[config.mk]
export PLATFORM = sky130hd
export DESIGN_NAME = config_stream_loader
export DESIGN_NICKNAME = d
export VERILOG_FILES = /design/src/rtl/config_stream_loader.sv
export SDC_FILE = /design/constraint.sdc
export NUM_CORES = 1
export LEC_CHECK = 0
export ABC_CLOCK_PERIOD_IN_PS = 5700
export CAP_MARGIN = 40
export CORE_ASPECT_RATIO = 0.8
export CORE_UTILIZATION = 45
export CTS_BUF_LIST = sky130_fd_sc_hd__clkbuf_8 sky130_fd_sc_hd__clkbuf_16
export DETAILED_ROUTE_END_ITERATION = 8
export PLACE_DENSITY = 0.66
export SYNTH_ARGS = -nofsm -noshare
export SYNTH_HDL_FRONTEND = slang
export SYNTH_SLANG_ARGS = --single-unit
[constraint.sdc]
create_clock -name clk -period 5.7 [get_ports clk]
set_input_delay 0.855 -clock clk [delete_from_list [all_inputs] [get_ports clk]]
set_output_delay 0.855 -clock clk [all_outputs]
set_load 0.05 [all_outputs]
[src/rtl/config_stream_loader.sv]
// Byte-serial configuration loader: assembles little-endian ADDR/DATA records
// from a valid/ready stream and issues each as a held write on the tile config bus.
module config_stream_loader #(
  parameter logic [31:0] IDLE_ADDR   = 32'hFFFF_FFFF,
  parameter int unsigned HOLD_CYCLES = 1
) (
  input  logic        clk,
  input  logic        rst,
  input  logic        start,
  input  logic        in_valid,
  output logic        in_ready,
  input  logic [7:0]  in_data,
  output logic [31:0] config_addr,
  output logic [31:0] config_data,
  output logic        busy,
  output logic        done,
  output logic        error,
  output logic [15:0] records_written
);

  typedef enum logic [2:0] {
    S_IDLE  = 3'd0,
    S_HDR   = 3'd1,
    S_ADDR  = 3'd2,
    S_DATA  = 3'd3,
    S_ISSUE = 3'd4,
    S_CHK   = 3'd5,
    S_DONE  = 3'd6,
    S_ERR   = 3'd7
  } state_e;

  localparam logic [3:0] HOLD_LAST = 4'(HOLD_CYCLES - 1);

  state_e      state_q, state_d;
  logic [1:0]  byte_idx_q, byte_idx_d;
  logic [23:0] shift_q, shift_d;
  logic [31:0] xor_q, xor_d;
  logic [15:0] n_q, n_d;
  logic [31:0] addr_q, addr_d;
  logic [31:0] data_q, data_d;
  logic [3:0]  hold_q, hold_d;
  logic [15:0] rec_q, rec_d;
  logic [31:0] bus_addr_q, bus_addr_d;
  logic [31:0] bus_data_q, bus_data_d;
  logic        busy_q, busy_d;
  logic        done_q, done_d;
  logic        error_q, error_d;

  logic        collecting_s;
  logic        xfer_s;
  logic        word_done_s;
  logic [31:0] word_s;

  assign collecting_s = (state_q == S_HDR) || (state_q == S_ADDR) ||
                        (state_q == S_DATA) || (state_q == S_CHK);
  assign xfer_s       = in_valid && collecting_s;
  assign word_done_s  = xfer_s && (byte_idx_q == 2'd3);
  // Bytes enter at the top, so after four of them the first byte sits in [7:0].
  assign word_s       = {in_data, shift_q};

  always_comb begin
    state_d    = state_q;
    byte_idx_d = byte_idx_q;
    shift_d    = shift_q;
    xor_d      = xor_q;
    n_d        = n_q;
    addr_d     = addr_q;
    data_d     = data_q;
    hold_d     = hold_q;
    rec_d      = rec_q;
    error_d    = error_q;

    if (xfer_s) begin
      shift_d    = word_s[31:8];
      byte_idx_d = byte_idx_q + 2'd1;
    end else begin
      shift_d    = shift_q;
    end

    case (state_q)
      S_IDLE: begin
        if (start) begin
          state_d    = S_HDR;
          xor_d      = 32'd0;
          rec_d      = 16'd0;
          error_d    = 1'b0;
          byte_idx_d = 2'd0;
        end else begin
          state_d    = S_IDLE;
        end
      end
      S_HDR: begin
        if (word_done_s) begin
          xor_d   = xor_q ^ word_s;
          n_d     = word_s[15:0];
          state_d = (word_s[15:0] == 16'd0) ? S_CHK : S_ADDR;
        end else begin
          state_d = S_HDR;
        end
      end
      S_ADDR: begin
        if (word_done_s) begin
          xor_d   = xor_q ^ word_s;
          addr_d  = word_s;
          state_d = S_DATA;
        end else begin
          state_d = S_ADDR;
        end
      end
      S_DATA: begin
        if (word_done_s) begin
          xor_d   = xor_q ^ word_s;
          data_d  = word_s;
          hold_d  = 4'd0;
          state_d = S_ISSUE;
        end else begin
          state_d = S_DATA;
        end
      end
      S_ISSUE: begin
        if (hold_q == HOLD_LAST) begin
          rec_d   = rec_q + 16'd1;
          state_d = ((rec_q + 16'd1) == n_q) ? S_CHK : S_ADDR;
        end else begin
          hold_d  = hold_q + 4'd1;
        end
      end
      S_CHK: begin
        if (word_done_s) begin
          if (word_s == xor_q) begin
            state_d = S_DONE;
          end else begin
            state_d = S_ERR;
            error_d = 1'b1;
          end
        end else begin
          state_d = S_CHK;
        end
      end
      S_DONE:  state_d = S_IDLE;
      S_ERR:   state_d = S_IDLE;
      default: state_d = S_IDLE;
    endcase

    // Bus and status are registered from the next state so they change only on edges.
    if (state_d == S_ISSUE) begin
      bus_addr_d = addr_d;
      bus_data_d = data_d;
    end else begin
      bus_addr_d = IDLE_ADDR;
      bus_data_d = 32'd0;
    end
    busy_d = (state_d == S_HDR) || (state_d == S_ADDR) || (state_d == S_DATA) ||
             (state_d == S_ISSUE) || (state_d == S_CHK);
    done_d = (state_d == S_DONE);
  end

  always_ff @(posedge clk) begin
    if (!rst) begin
      state_q    <= S_IDLE;
      byte_idx_q <= 2'd0;
      shift_q    <= 24'd0;
      xor_q      <= 32'd0;
      n_q        <= 16'd0;
      addr_q     <= 32'd0;
      data_q     <= 32'd0;
      hold_q     <= 4'd0;
      rec_q      <= 16'd0;
      bus_addr_q <= IDLE_ADDR;
      bus_data_q <= 32'd0;
      busy_q     <= 1'b0;
      done_q     <= 1'b0;
      error_q    <= 1'b0;
    end else begin
      state_q    <= state_d;
      byte_idx_q <= byte_idx_d;
      shift_q    <= shift_d;
      xor_q      <= xor_d;
      n_q        <= n_d;
      addr_q     <= addr_d;
      data_q     <= data_d;
      hold_q     <= hold_d;
      rec_q      <= rec_d;
      bus_addr_q <= bus_addr_d;
      bus_data_q <= bus_data_d;
      busy_q     <= busy_d;
      done_q     <= done_d;
      error_q    <= error_d;
    end
  end

  assign in_ready        = collecting_s;
  assign config_addr     = bus_addr_q;
  assign config_data     = bus_data_q;
  assign busy            = busy_q;
  assign done            = done_q;
  assign error           = error_q;
  assign records_written = rec_q;

endmodule

== Yosys cells after proc, flatten, opt, wreduce, memory -nomap -nowiden ==
Cells that the tools add are included.

* Muxes and demuxes: 30
* Reductions and logical operators: 24
* $add $sub $neg: 3
* Equality and inequality tests: 23
* Bitwise gates (word level): 1

{| class="wikitable"
|+ Operator list
! kind !! number
|-
| 32-bit two-way mux || 6
|-
| 32-bit one-hot mux with 2 select lines || 1
|-
| 32-bit equality test || 1
|-
| 16-bit two-way mux || 2
|-
| 16-bit one-hot mux with 2 select lines || 1
|-
| 32-bit XOR || 1
|-
| 3-bit equality test (second input constant) || 7
|-
| 3-bit one-hot mux with 7 select lines || 1
|-
| 3-bit two-way mux || 6
|-
| 16-bit by 1-bit adder with 16-bit output (second input constant) || 1
|-
| 16-bit equality test || 1
|-
| 16-bit logical NOT || 1
|-
| 3-bit by 2-bit equality test with 1-bit output (second input constant) || 4
|-
| 2-bit != test (second input constant) || 6
|-
| 3-bit AND reduction || 3
|-
| 4-bit two-way mux || 2
|-
| 4-bit one-hot mux with 2 select lines || 1
|-
| 2-bit nonzero test || 4
|-
| 1-bit logical OR || 7
|-
| 3-bit by 1-bit equality test with 1-bit output (second input constant) || 2
|-
| 1-bit two-way mux || 6
|-
| 2-bit two-way mux || 3
|-
| 4-bit by 1-bit adder with 4-bit output (second input constant) || 1
|-
| 4-bit logical NOT || 1
|-
| 10 further kinds || 12
|}

* Register bits: 228
* Output and inout port bits: 84
* Bits of input ports: 12

== Logic depth before layout (Yosys ltp) ==
Gate-level depths: netlist of run 1.

* Word-level depth: 13
* Depth in mapped cells: 9
* Mapped depth without buffers: 8

== Worst setup path after synthesis of run 1 ==
No wires, ideal clock.

* Path type: register to register
* From: reg rec_q[0] (netlist: records_written[0])
* To: reg state_q[1]
* Arrival time: 2200 ps
* Setup slack: 3381 ps
* Path buffers: 0
* Library setup time: 119 ps
* Cell stages (with the launch flop): 8
* Required time: 5581 ps
* Cell sequence: dfxtp_1 -> ha_1 -> and3_1 -> nand3_1 -> xnor2_1 -> nor4_1 -> nand4_1 -> o221a_2

* Longest elaborated chain between the ends: 5

{| class="wikitable"
|+ Ends and longest elaborated chain
! what !! line !! source
|-
| start, declared || 42 || <nowiki>logic [15:0] rec_q, rec_d;</nowiki>
|-
| start signal, assigned || 183 || <nowiki>rec_q <= rec_d;</nowiki>
|-
| 16-bit by 1-bit adder with 16-bit output || 123 || <nowiki>state_d = ((rec_q + 16'd1) == n_q) ? S_CHK : S_ADDR;</nowiki>
|-
| 16-bit equality test || 123 ||
|-
| 3-bit two-way mux || 123 ||
|-
| 3-bit two-way mux || 121 || <nowiki>if (hold_q == HOLD_LAST) begin</nowiki>
|-
| 3-bit one-hot mux with 7 select lines || 80 || <nowiki>case (state_q)</nowiki>
|-
| end signal, assigned || 175 || <nowiki>state_q <= state_d;</nowiki>
|-
| end, declared || 34 || <nowiki>state_e state_q, state_d;</nowiki>
|}

No other way between the ends.
A chain may end at the register's enable or synchronous reset.

== Worst setup path after layout of run 1 ==
* From: reg state_q[2]
* To: out in_ready

* Longest elaborated chain between the ends: 4

{| class="wikitable"
|+ Ends and longest elaborated chain
! what !! line !! source
|-
| 3-bit by 1-bit equality test with 1-bit output or 3-bit by 2-bit equality test with 1-bit output (tied branches) || 54 || <nowiki>assign collecting_s = (state_q == S_HDR) || (state_q == S_ADDR) ||</nowiki>
|-
| 1-bit logical OR (2 in a row) || 54 ||
|-
| 1-bit logical OR (*) || 55 || <nowiki>(state_q == S_DATA) || (state_q == S_CHK);</nowiki>
|-
| end, declared || 11 || <nowiki>output logic in_ready,</nowiki>
|}

Every way passes the cells marked *; elsewhere a longest branch is shown, timed or not.

==> impl_metrics.prom, run 1 <==
# TYPE chip_impl_metric gauge
chip_impl_metric{name="core-area",unit="µm²"} 19300
chip_impl_metric{name="cts.hold.buffers_added",unit=""} 0
chip_impl_metric{name="final.setup_skew",unit="ns"} 0.00750
chip_impl_metric{name="post_synth_instance_area",unit="µm²"} 8980
chip_impl_metric{name="drt-initial-drc-count",unit=""} 567
chip_impl_metric{name="ys.warnings.count",unit=""} 0
chip_impl_metric{name="post_route_cells_drive_above_1_share",unit="%"} 6.09
chip_impl_metric{name="detailroute.via_count",unit=""} 7278
chip_impl_info{name="worst_setup_path_end_kind",value="output pin"} 1
chip_impl_info{name="synth_top_flop_cell",value="sky130_fd_sc_hd__dfxtp_1"} 1
chip_impl_metric{name="wl_per_cell",unit="µm"} 16.5
chip_impl_metric{name="p_per_area",unit="nW/µm²"} 300
chip_impl_info{name="hp-class",value="reg2reg"} 1
chip_impl_metric{name="htree_levels",unit=""} 1
chip_impl_metric{name="synth-simple-area-share",unit="%"} 20.9
chip_impl_metric{name="drt_first_pass_iters",unit=""} 5
chip_impl_metric{name="first_global_vias",unit=""} 6687
chip_impl_metric{name="finalMaxSlewViolations",unit=""} 0
chip_impl_metric{name="cp.required",unit="ns"} 4.85
chip_impl_info{name="status",value="completed"} 1
chip_impl_metric{name="netlist-cell-type-count",unit=""} 48
chip_impl_metric{name="clock_tree.buffer_depth",unit=""} 3
chip_impl_metric{name="clkTransAtPathRegs",unit="ns"} 0.06
chip_impl_metric{name="drv.max_cap_violation_count",unit=""} 0
chip_impl_metric{name="layout-area-overhead-vs-synth",unit="%"} 20.8
chip_impl_metric{name="globalRoute.totalOverflow",unit=""} 0
chip_impl_metric{name="groute.usage.overall",unit="%"} 22.1
chip_impl_metric{name="hold_slack",unit="ns"} 0.462
chip_impl_metric{name="synth.avg_cell_area",unit="µm²"} 8.53
chip_impl_metric{name="synth_adder_area_share",unit="%"} 0.557
chip_impl_metric{name="cts_setup_buffers",unit=""} 0
chip_impl_metric{name="die_y",unit="µm"} 128
chip_impl_metric{name="layout_worst_path_cycle_share",unit="%"} 61.3
chip_impl_metric{name="synth-compound-area-share",unit="%"} 10.5
chip_impl_metric{name="ys_seq_elements",unit=""} 228
chip_impl_info{name="start_kind",value="flip-flop"} 1
chip_impl_metric{name="route.detailed.vias_per_inst",unit=""} 5.29
chip_impl_info{name="unrepaired_setup_endpoints_after_global_routing",value="no"} 1
chip_impl_metric{name="grt_max_degree",unit=""} 81
chip_impl_metric{name="ant_nets",unit=""} 0
chip_impl_info{name="timing.setup.critical_path_class",value="reg2out"} 1
chip_impl_metric{name="global_route_wire_length_before_repair",unit="µm"} 36000
chip_impl_metric{name="power.ir.vdd_worst",unit="mV"} 0.211
chip_impl_info{name="tritoncts_clock_tree",value="built"} 1
chip_impl_metric{name="floorplan.initialDensity",unit="%"} 46.7
chip_impl_metric{name="insertedDiodeCount",unit=""} 0
chip_impl_metric{name="routability_congestion",unit=""} 0.878
chip_impl_metric{name="final_net_count",unit=""} 1119
chip_impl_info{name="root_buffer",value="sky130_fd_sc_hd__clkbuf_16"} 1
chip_impl_metric{name="total_power",unit="mW"} 3.26
chip_impl_metric{name="grt_antenna_before_repair",unit=""} 0
chip_impl_metric{name="cp_max_fo",unit=""} 13
chip_impl_metric{name="final-hold-violation-count",unit=""} 0
chip_impl_metric{name="synth.yosys.seq_area_share",unit="%"} 50.8
chip_impl_metric{name="clock.fmax",unit="MHz"} 286
chip_impl_metric{name="cts_repair_resizes",unit=""} 0
chip_impl_metric{name="worstMarginPinSlew",unit="ns"} 0.900
chip_impl_metric{name="die_extent_in_x",unit="µm"} 160
chip_impl_metric{name="synth_enable_flop_cells",unit=""} 0
chip_impl_metric{name="post-route-min-period",unit="ns"} 3.49
chip_impl_metric{name="setup-violations-final",unit=""} 0
chip_impl_metric{name="drcViolationCount",unit=""} 0
chip_impl_info{name="combinational_family_with_the_most_area_after_synthesis",value="simple AND/OR/NAND/NOR gates"} 1
chip_impl_metric{name="max-slew-margin-rel",unit="%"} 39.8
chip_impl_metric{name="post_synth_mux_area_share",unit="%"} 7.24
chip_impl_metric{name="clkLatencyLatePin",unit="ns"} 0.51
chip_impl_metric{name="synthXorXnorAreaFrac",unit="%"} 5.85
chip_impl_metric{name="detailedPlacementHpwl",unit="µm"} 14900
chip_impl_metric{name="numCtsBuffers",unit=""} 24
chip_impl_metric{name="synth_async_sr_flop_share",unit="%"} 0
chip_impl_metric{name="full_die_area",unit="µm²"} 20500
chip_impl_metric{name="num_rows",unit=""} 45
chip_impl_metric{name="boundaryPins",unit=""} 96
chip_impl_metric{name="postRouteWirelength",unit="µm"} 22700
chip_impl_metric{name="cts.sinks",unit=""} 228
chip_impl_metric{name="final_layout_setup_total_negative_slack",unit="ns"} 0
chip_impl_metric{name="mappedNetlistNets",unit=""} 1069
chip_impl_metric{name="critPathArrivalTime",unit="ns"} 2.64
chip_impl_metric{name="leakage",unit="nW"} 3.99
chip_impl_metric{name="placement.io_buffers",unit=""} 95
chip_impl_metric{name="synthesis.instances",unit=""} 1053
==> where the power goes <==
| part | internal (mW) | switching (mW) | total [mW] |
|---|---|---|---|
| clock network | 0.923 | 0.608 | 1.53 |
| registers | 1.60 | 0.0162 | 1.62 |
| logic | 0.0346 | 0.0781 | 0.113 |
==> placed cells by master (no fill, tap or decap), types with 11 or more instances in the layout <==
cell and n:
sky130_fd_sc_hd__xnor2_1 52, sky130_fd_sc_hd__nand3_1 11, sky130_fd_sc_hd__nand2_1 167, sky130_fd_sc_hd__clkbuf_16 25, sky130_fd_sc_hd__nor3_1 40, sky130_fd_sc_hd__dfxtp_1 228
sky130_fd_sc_hd__nand4_1 18, sky130_fd_sc_hd__o21ai_0 43, sky130_fd_sc_hd__mux2i_1 65, sky130_fd_sc_hd__clkdlybuf4s50_1 95, sky130_fd_sc_hd__nor2_1 161, sky130_fd_sc_hd__a21oi_1 94
==> final timing paths <==
check / startpoint / end / slack (ns) / depth (start not counted)
worst max register to register: shift_q[11] / config_addr[30] / 2.71 / 7
worst min register to register: addr_q[0] / config_addr[0] / 0.46 / 2
worst max-delay path: state_q[2] / in_ready / 2.21 / 4
worst min-delay path: addr_q[0] / config_addr[0] / 0.46 / 2
==> per-layer routing <==
layer  wire length, µm  global-route usage, %  part of all wire (%)
met1             11100                   31.6                    49
met2              9380                   33.6                    41
met3              1800                   5.61                   7.9
met4               374                   4.71                   1.6
met5                 0                      0                     0
==> flip-flops by register name, indices dropped and copies added (netlist names), 3 cells and up <==
register / flops
addr_q: 32
config_addr: 32
config_data: 32
data_q: 32
hold_q: 4
n_q: 16
records_written: 16
shift_q: 24
state_q: 3
xor_q: 32
==> synth_stat cells, types with 4 or more instances <==
library cell                 n  area [µm²]
sky130_fd_sc_hd__inv_1       7        26.3
sky130_fd_sc_hd__nor2_1    161         604
sky130_fd_sc_hd__nor4_1      9        56.3
sky130_fd_sc_hd__nand2_1   168         631
sky130_fd_sc_hd__a21oi_1    96         480
sky130_fd_sc_hd__o21ai_0    44         220
sky130_fd_sc_hd__xor2_1      8        70.1
sky130_fd_sc_hd__nand4_1    18         113
sky130_fd_sc_hd__a31oi_1     5        31.3
sky130_fd_sc_hd__nand2b_1    4        25.0
sky130_fd_sc_hd__dfxtp_1   228        4560
sky130_fd_sc_hd__ha_1        4        50.1
sky130_fd_sc_hd__clkbuf_1   71         267
sky130_fd_sc_hd__nor3_1     41         205
sky130_fd_sc_hd__buf_2      10        50.1
sky130_fd_sc_hd__xnor2_1    52         455
sky130_fd_sc_hd__mux2i_1    65         651
sky130_fd_sc_hd__a21o_1      5        37.5
sky130_fd_sc_hd__nand3_1    11        55.1
==> worst max-delay path, cell delays in order (launching register included) <==
cell                              delay [ns]
sky130_fd_sc_hd__dfxtp_1                0.67
sky130_fd_sc_hd__inv_1                  0.30
sky130_fd_sc_hd__nand2_1                0.28
sky130_fd_sc_hd__nand2_1                0.14
sky130_fd_sc_hd__clkdlybuf4s50_1        0.73
==> cell type report <==
class,instances,area [µm²]
timing repair buffer,108,1080
sequential,228,4560
tap,258,323
clock inverter,8,62.6
fill,1785,8400
multi-input combinational,732,4070
clock buffer,32,722
inverter,9,36.3
==> kinds of logic after synthesis <==
logic type	count (synthesis)
mux	65
buf+inv	93
flops	228
xor+xnor	60
simple gates	435
fa+ha+maj	4
compound gates	168
==> metrics by stage <==
| step | setup slack, ns | cells | area, µm² | util (%) |
|---|---|---|---|---|
| after detailed placement | 1.93 | 1335 | 10100 | 52.3 |
| after CTS | 2.22 | 1375 | 10900 | 56.4 |
| after global routing | 2.09 | 1375 | 10900 | 56.4 |
| after floorplan | 3.38 | 1053 | 8980 | - |
| after global placement | 1.77 | 1331 | 10000 | 52.0 |
| final | 2.21 | 1375 | 10900 | 56.4 |
Note: power is estimated with default switching activity, not from simulation.
==> run 2, diff against run 1 <==
- ABC_CLOCK_PERIOD_IN_PS: 5700 -> 3250
- clock period: 5.7 -> 3.25 ns (I/O delays scaled with it)
==> impl_metrics.prom, run 2 (synthesis results as in run 1) <==
# TYPE chip_impl_metric gauge
chip_impl_metric{name="wl_per_cell",unit="µm"} 16.0
chip_impl_metric{name="die_y",unit="µm"} 128
chip_impl_info{name="final_cell_mix",value="sky130_fd_sc_hd__dfxtp_1, sky130_fd_sc_hd__nand2_1, sky130_fd_sc_hd__nor2_1"} 1
chip_impl_metric{name="clkLatencyLatePin",unit="ns"} 0.51
chip_impl_metric{name="flop_to_flop_setup_slack",unit="ns"} 0.84
chip_impl_info{name="rr_startpoint",value="records_written[3]"} 1
chip_impl_metric{name="num_rows",unit=""} 45
chip_impl_metric{name="max-slew-margin-rel",unit="%"} 50.2
chip_impl_metric{name="boundaryPins",unit=""} 96
chip_impl_metric{name="final-hold-violation-count",unit=""} 0
chip_impl_metric{name="drt_first_pass_iters",unit=""} 4
chip_impl_metric{name="postRouteWirelength",unit="µm"} 22300
chip_impl_metric{name="drcViolationCount",unit=""} 0
chip_impl_metric{name="first_global_vias",unit=""} 6644
chip_impl_metric{name="grt_max_degree",unit=""} 95
chip_impl_metric{name="cts_setup_buffers",unit=""} 0
chip_impl_info{name="critical_path.reg2reg.endpoint",value="state_q[1]"} 1
chip_impl_metric{name="final.setup_skew",unit="ns"} 0.00698
chip_impl_metric{name="reg2regPathDepth",unit=""} 5
chip_impl_metric{name="cts.sinks",unit=""} 228
chip_impl_info{name="timing.setup.critical_path_class",value="reg2out"} 1
chip_impl_info{name="worst_setup_path_end_kind",value="output pin"} 1
chip_impl_metric{name="routability_congestion",unit=""} 0.867
chip_impl_metric{name="core-area",unit="µm²"} 19300
chip_impl_metric{name="finalMaxSlewViolations",unit=""} 0
chip_impl_info{name="root_buffer",value="sky130_fd_sc_hd__clkbuf_16"} 1
chip_impl_metric{name="clkTransAtPathRegs",unit="ns"} 0.06
chip_impl_metric{name="globalRoute.totalOverflow",unit=""} 0
chip_impl_metric{name="htree_levels",unit=""} 1
chip_impl_info{name="path_cells",value="nand2_1 > nand2_1 > clkdlybuf4s50_1"} 1
chip_impl_metric{name="detailroute.via_count",unit=""} 7280
chip_impl_metric{name="final_net_count",unit=""} 1138
chip_impl_metric{name="route.detailed.vias_per_inst",unit=""} 5.21
chip_impl_metric{name="groute.usage.overall",unit="%"} 21.7
chip_impl_metric{name="clock_tree.buffer_depth",unit=""} 3
chip_impl_metric{name="grt_antenna_before_repair",unit=""} 0
chip_impl_metric{name="place_inst",unit=""} 1355
chip_impl_metric{name="instances_no_fill",unit=""} 1396
chip_impl_metric{name="leakage",unit="nW"} 4.09
chip_impl_metric{name="global_route_wire_length_before_repair",unit="µm"} 35700
chip_impl_metric{name="power.ir.vdd_worst",unit="mV"} 0.317
chip_impl_metric{name="full_die_area",unit="µm²"} 20500
chip_impl_metric{name="p_per_area",unit="nW/µm²"} 527
chip_impl_info{name="tritoncts_clock_tree",value="built"} 1
chip_impl_metric{name="cts_repair_resizes",unit=""} 0
chip_impl_metric{name="layout-area-overhead-vs-synth",unit="%"} 22.8
chip_impl_info{name="most_common_library_cell_in_the_layout_ignoring_fill_and_taps",value="sky130_fd_sc_hd__dfxtp_1"} 1
chip_impl_metric{name="detailedPlacementHpwl",unit="µm"} 14600
chip_impl_metric{name="post-route-min-period",unit="ns"} 2.95
chip_impl_info{name="start_kind",value="flip-flop"} 1
chip_impl_metric{name="post_route_cells_drive_above_1_share",unit="%"} 7.82
chip_impl_metric{name="critPathArrivalTime",unit="ns"} 2.46
chip_impl_metric{name="worstMarginPinSlew",unit="ns"} 0.741
chip_impl_metric{name="setup-violations-final",unit=""} 0
chip_impl_metric{name="cp.required",unit="ns"} 2.76
chip_impl_metric{name="final_layout_setup_total_negative_slack",unit="ns"} 0
chip_impl_info{name="timing.hold.worst_endpoint",value="byte_idx_q[1]"} 1
chip_impl_info{name="hp-class",value="reg2reg"} 1
chip_impl_metric{name="ant_nets",unit=""} 0
chip_impl_metric{name="layout_worst_path_cycle_share",unit="%"} 90.8
chip_impl_metric{name="clock.fmax",unit="MHz"} 339
chip_impl_metric{name="drv.max_cap_violation_count",unit=""} 0
chip_impl_info{name="status",value="completed"} 1
chip_impl_metric{name="max_stage_delay",unit="ns"} 0.81
chip_impl_metric{name="drt-initial-drc-count",unit=""} 668
chip_impl_metric{name="cp_max_fo",unit=""} 13
chip_impl_metric{name="min_delay_path_depth",unit=""} 2
chip_impl_metric{name="cts.hold.buffers_added",unit=""} 0
chip_impl_info{name="unrepaired_setup_endpoints_after_global_routing",value="no"} 1
chip_impl_info{name="timing.critical_path.mode_cell",value="sky130_fd_sc_hd__nand2_1"} 1
chip_impl_metric{name="numCtsBuffers",unit=""} 23
chip_impl_metric{name="insertedDiodeCount",unit=""} 0
chip_impl_metric{name="hold_slack",unit="ns"} 0.461
chip_impl_metric{name="placement.io_buffers",unit=""} 95
chip_impl_info{name="worst_path_max_delay_cell",value="sky130_fd_sc_hd__clkdlybuf4s50_1"} 1
chip_impl_info{name="timing.hold.worst.start",value="byte_idx_q[1]"} 1
chip_impl_metric{name="floorplan.initialDensity",unit="%"} 46.7
chip_impl_metric{name="die_extent_in_x",unit="µm"} 160
## run 2: cell types whose count changed in the layout (fill, tap and decap cells not counted), sizes merged
cell and change:
buf +20, bufinv +3, clkbuf -7, clkinvlp +4, inv +1
## run 2: worst max-delay path: cells and delay by family, from the launching register on
kind	cells	cell delay, ns
buffers and inverters	1	0.81
AND/OR/NAND/NOR	2	0.47
flip-flops	1	0.67
## run 2: worst max-delay path by stage
| stage | slack [ns] | end | from | depth (start not counted) |
|---|---|---|---|---|
| global placement | 0.53 | config_addr[30] | in_data[0] | 8 |
| CTS | 0.34 | in_ready | state_q[1] | 3 |
| finish | 0.30 | in_ready | state_q[1] | 3 |
| detailed placement | 0.36 | config_addr[16] | in_data[0] | 8 |
| global route | 0.24 | in_ready | state_q[1] | 3 |
| floorplan | 0.93 | state_q[1] | records_written[0] | 7 |
## run 2: power breakdown
group | internal (mW) | total (mW) | leakage (nW) | switching, mW
clock network | 1.67 | 2.77 | 0.390 | 1.11
logic | 0.0680 | 0.213 | 1.86 | 0.145
registers | 2.80 | 2.83 | 1.84 | 0.0228
total | 4.54 | 5.81 | 4.09 | 1.27
## run 2: area by class of cell
type,instances,area [µm²]
Timing Repair Buffer,128,1240
Multi-Input combinational cell,732,4070
Sequential cell,228,4560
Tap cell,258,323
Fill cell,1763,8230
Clock inverter,16,199
Inverter,9,36.3
Clock buffer,25,603
## run 2: stage by stage
| step | setup WS [ns] | util [%] | power (mW) | area (µm²) |
|---|---|---|---|---|
| after floorplan | 0.931 | - | 3.01 | 8980 |
| after global placement | 0.529 | 53.1 | 3.10 | 10200 |
| after CTS | 0.335 | 57.3 | 5.87 | 11000 |
| final | 0.299 | 57.3 | 5.81 | 11000 |
| after detailed placement | 0.357 | 53.1 | 3.10 | 10200 |
| after global routing | 0.237 | 57.3 | 6.03 | 11000 |
## run 2: routing by layer
layer  vias to the layer above  track usage [%]  part of all wire, %  routed length (µm)
met5                         -                0                    0                   0
li1                       3643                -                    -                   -
met2                       214             31.0                   40                8950
met4                         0             4.76                  1.3                 294
met1                      3395             33.8                   52               11600
met3                        28             3.48                  6.5                1460
==> run 3, diff against run 2 <==
- CORE_ASPECT_RATIO: 0.8 -> 1.75
==> impl_metrics.prom, run 3 (synthesis results as in run 1) <==
# TYPE chip_impl_metric gauge
chip_impl_metric{name="core-area",unit="µm²"} 19700
chip_impl_metric{name="routability_congestion",unit=""} 0.879
chip_impl_metric{name="die_extent_in_x",unit="µm"} 109
chip_impl_info{name="unrepaired_setup_endpoints_after_global_routing",value="no"} 1
chip_impl_metric{name="critPathArrivalTime",unit="ns"} 2.38
chip_impl_info{name="critical_path.reg2reg.endpoint",value="records_written[13]"} 1
chip_impl_info{name="timing.hold.worst.start",value="addr_q[27]"} 1
chip_impl_metric{name="wl_per_cell",unit="µm"} 17.0
chip_impl_metric{name="global_route_wire_length_before_repair",unit="µm"} 36400
chip_impl_metric{name="post_route_cells_drive_above_1_share",unit="%"} 7.24
chip_impl_metric{name="route.detailed.vias_per_inst",unit=""} 5.37
chip_impl_metric{name="max_stage_delay",unit="ns"} 0.81
chip_impl_metric{name="final_net_count",unit=""} 1139
chip_impl_metric{name="reg2regPathDepth",unit=""} 6
chip_impl_metric{name="finalMaxSlewViolations",unit=""} 0
chip_impl_metric{name="floorplan.initialDensity",unit="%"} 45.7
chip_impl_metric{name="drt_first_pass_iters",unit=""} 7
chip_impl_metric{name="cts_repair_resizes",unit=""} 0
chip_impl_metric{name="cell_area_reported_after_detailed_placement",unit="µm²"} 10200
chip_impl_metric{name="cts.sinks",unit=""} 228
chip_impl_metric{name="postRouteWirelength",unit="µm"} 23400
chip_impl_info{name="crit_family",value="buffers and inverters"} 1
chip_impl_metric{name="num_rows",unit=""} 68
chip_impl_metric{name="cp.buffers_inverters",unit=""} 1
chip_impl_metric{name="multi_input_logic_area",unit="µm²"} 4060
chip_impl_metric{name="final-seq-area",unit="µm²"} 4560
chip_impl_metric{name="htree_levels",unit=""} 1
chip_impl_metric{name="flop_to_flop_setup_slack",unit="ns"} 0.79
chip_impl_info{name="startpoint",value="state_q[1]"} 1
chip_impl_metric{name="cts_setup_buffers",unit=""} 0
chip_impl_info{name="start_kind",value="flip-flop"} 1
chip_impl_metric{name="leakage",unit="nW"} 4.02
chip_impl_metric{name="clkLatencyLatePin",unit="ns"} 0.49
chip_impl_metric{name="cp_max_fo",unit=""} 13
chip_impl_metric{name="worstMarginPinSlew",unit="ns"} 0.907
chip_impl_info{name="cp-endpoint",value="in_ready"} 1
chip_impl_metric{name="clkTransAtPathRegs",unit="ns"} 0.07
chip_impl_metric{name="detailroute.via_count",unit=""} 7402
chip_impl_metric{name="final_cell_area",unit="µm²"} 10900
chip_impl_info{name="worst_setup_path_end_kind",value="output pin"} 1
chip_impl_metric{name="setup_ws",unit="ns"} 0.384
chip_impl_metric{name="drv.max_cap_violation_count",unit=""} 0
chip_impl_metric{name="first_global_vias",unit=""} 6921
chip_impl_metric{name="numCtsBuffers",unit=""} 21
chip_impl_metric{name="layout_worst_path_cycle_share",unit="%"} 88.2
chip_impl_metric{name="ant_nets",unit=""} 0
chip_impl_metric{name="groute.usage.overall",unit="%"} 23.0
chip_impl_metric{name="filler_cell_count",unit=""} 1830
chip_impl_metric{name="critical_path_depth",unit=""} 3
chip_impl_info{name="status",value="finished, violations left"} 1
chip_impl_metric{name="grt_antenna_before_repair",unit=""} 0
chip_impl_info{name="hp-class",value="reg2reg"} 1
chip_impl_metric{name="place_ws",unit="ns"} 0.430
chip_impl_info{name="worst_path_max_delay_cell",value="sky130_fd_sc_hd__clkdlybuf4s50_1"} 1
chip_impl_metric{name="max-slew-margin-rel",unit="%"} 39.3
chip_impl_metric{name="cts.hold.buffers_added",unit=""} 0
chip_impl_info{name="path_cells",value="nand2_1 > nand2_1 > clkdlybuf4s50_1"} 1
chip_impl_metric{name="layout-area-overhead-vs-synth",unit="%"} 20.9
chip_impl_metric{name="final_layout_setup_total_negative_slack",unit="ns"} 0
chip_impl_metric{name="setup-violations-final",unit=""} 0
chip_impl_metric{name="drt-initial-drc-count",unit=""} 422
chip_impl_info{name="most_common_library_cell_in_the_layout_ignoring_fill_and_taps",value="sky130_fd_sc_hd__dfxtp_1"} 1
chip_impl_metric{name="cp.required",unit="ns"} 2.76
chip_impl_metric{name="final-hold-violation-count",unit=""} 0
chip_impl_info{name="tritoncts_clock_tree",value="built"} 1
chip_impl_metric{name="clock.fmax",unit="MHz"} 349
chip_impl_info{name="root_buffer",value="sky130_fd_sc_hd__clkbuf_16"} 1
chip_impl_info{name="rr_startpoint",value="hold_q[0]"} 1
chip_impl_info{name="timing.setup.critical_path_class",value="reg2out"} 1
chip_impl_metric{name="clock_tree.buffer_depth",unit=""} 3
chip_impl_metric{name="boundaryPins",unit=""} 96
chip_impl_info{name="failed_checks",value="design-rule violations"} 1
chip_impl_info{name="timing.critical_path.mode_cell",value="sky130_fd_sc_hd__nand2_1"} 1
chip_impl_metric{name="detailedPlacementHpwl",unit="µm"} 16100
chip_impl_metric{name="drcViolationCount",unit=""} 1
chip_impl_metric{name="power.ir.vdd_worst",unit="mV"} 0.394
chip_impl_metric{name="insertedDiodeCount",unit=""} 0
chip_impl_info{name="final_cell_mix",value="sky130_fd_sc_hd__dfxtp_1, sky130_fd_sc_hd__nand2_1, sky130_fd_sc_hd__nor2_1"} 1
chip_impl_metric{name="grt_max_degree",unit=""} 51
chip_impl_metric{name="full_die_area",unit="µm²"} 20600
chip_impl_metric{name="die_y",unit="µm"} 189
chip_impl_metric{name="globalRoute.totalOverflow",unit=""} 0
chip_impl_metric{name="post-route-min-period",unit="ns"} 2.87
chip_impl_metric{name="placement.io_buffers",unit=""} 95
chip_impl_metric{name="final.setup_skew",unit="ns"} 0.00789
chip_impl_metric{name="p_per_area",unit="nW/µm²"} 488
## run 3: changes by cell type in the layout (fill, tap and decap cells not counted)
cell	before	now
sky130_fd_sc_hd__buf_12	3	4
sky130_fd_sc_hd__clkinvlp_4	4	3
sky130_fd_sc_hd__buf_4	30	32
sky130_fd_sc_hd__clkbuf_8	2	3
sky130_fd_sc_hd__clkbuf_16	23	21
sky130_fd_sc_hd__a21oi_2	2	1
sky130_fd_sc_hd__a21oi_1	94	95
sky130_fd_sc_hd__inv_6	1	0
sky130_fd_sc_hd__bufinv_16	4	0
sky130_fd_sc_hd__clkinv_4	2	0
sky130_fd_sc_hd__inv_1	9	10
## run 3: worst min-delay path by stage
stage | endpoint | depth (start not counted)
5_1_grt | config_addr[2] | 2
4_1_cts | config_addr[27] | 2
6_report | config_addr[27] | 2
3_5_place_dp | config_addr[2] | 2
3_3_place_gp | config_addr[0] | 2
2_1_floorplan | config_addr[0] | 2
## run 3: metrics by stage
| stage | total power, mW | hold slack, ns | utilization [%] | std cells |
|---|---|---|---|---|
| after floorplan | 3.01 | 0.430 | - | 1053 |
| after global placement | 3.11 | 0.441 | 52.1 | 1345 |
| after detailed placement | 3.11 | 0.452 | 52.1 | 1345 |
| after CTS | 5.35 | 0.465 | 55.2 | 1378 |
| after global routing | 5.49 | 0.481 | 55.2 | 1378 |
| final | 5.30 | 0.459 | 55.2 | 1378 |
## run 3: layout make-up
class | count | area share, %
clock buffer | 24 | 5.22
clock inverter | 9 | 0.449
inverter | 9 | 0.334
multi-input combinational | 732 | 37.4
sequential | 228 | 42.0
tap | 245 | 2.82
timing repair buffer | 131 | 11.7
## run 3: report_power, final
| group | switching (mW) | leakage [nW] | internal [mW] |
|---|---|---|---|
| combinational | 0.155 | 1.87 | 0.0729 |
| clock | 1.01 | 0.309 | 1.24 |
| sequential | 0.0192 | 1.84 | 2.80 |
| total | 1.19 | 4.02 | 4.12 |
## run 3: tightest hold or removal path, stage by stage (launching register included)
cell and delay [ns]:
sky130_fd_sc_hd__dfxtp_1 0.30, sky130_fd_sc_hd__mux2i_1 0.07, sky130_fd_sc_hd__nand2_1 0.06
## run 3: per-layer routing
layer	vias to the layer above	share of wire (%)	track usage, %	wire [µm]
met4	0	5.3	12.6	1230
met1	3485	38	25.8	8990
met5	-	0	0	0
met2	202	52	41.1	12200
met3	70	4.3	2.75	997
li1	3645	-	-	-
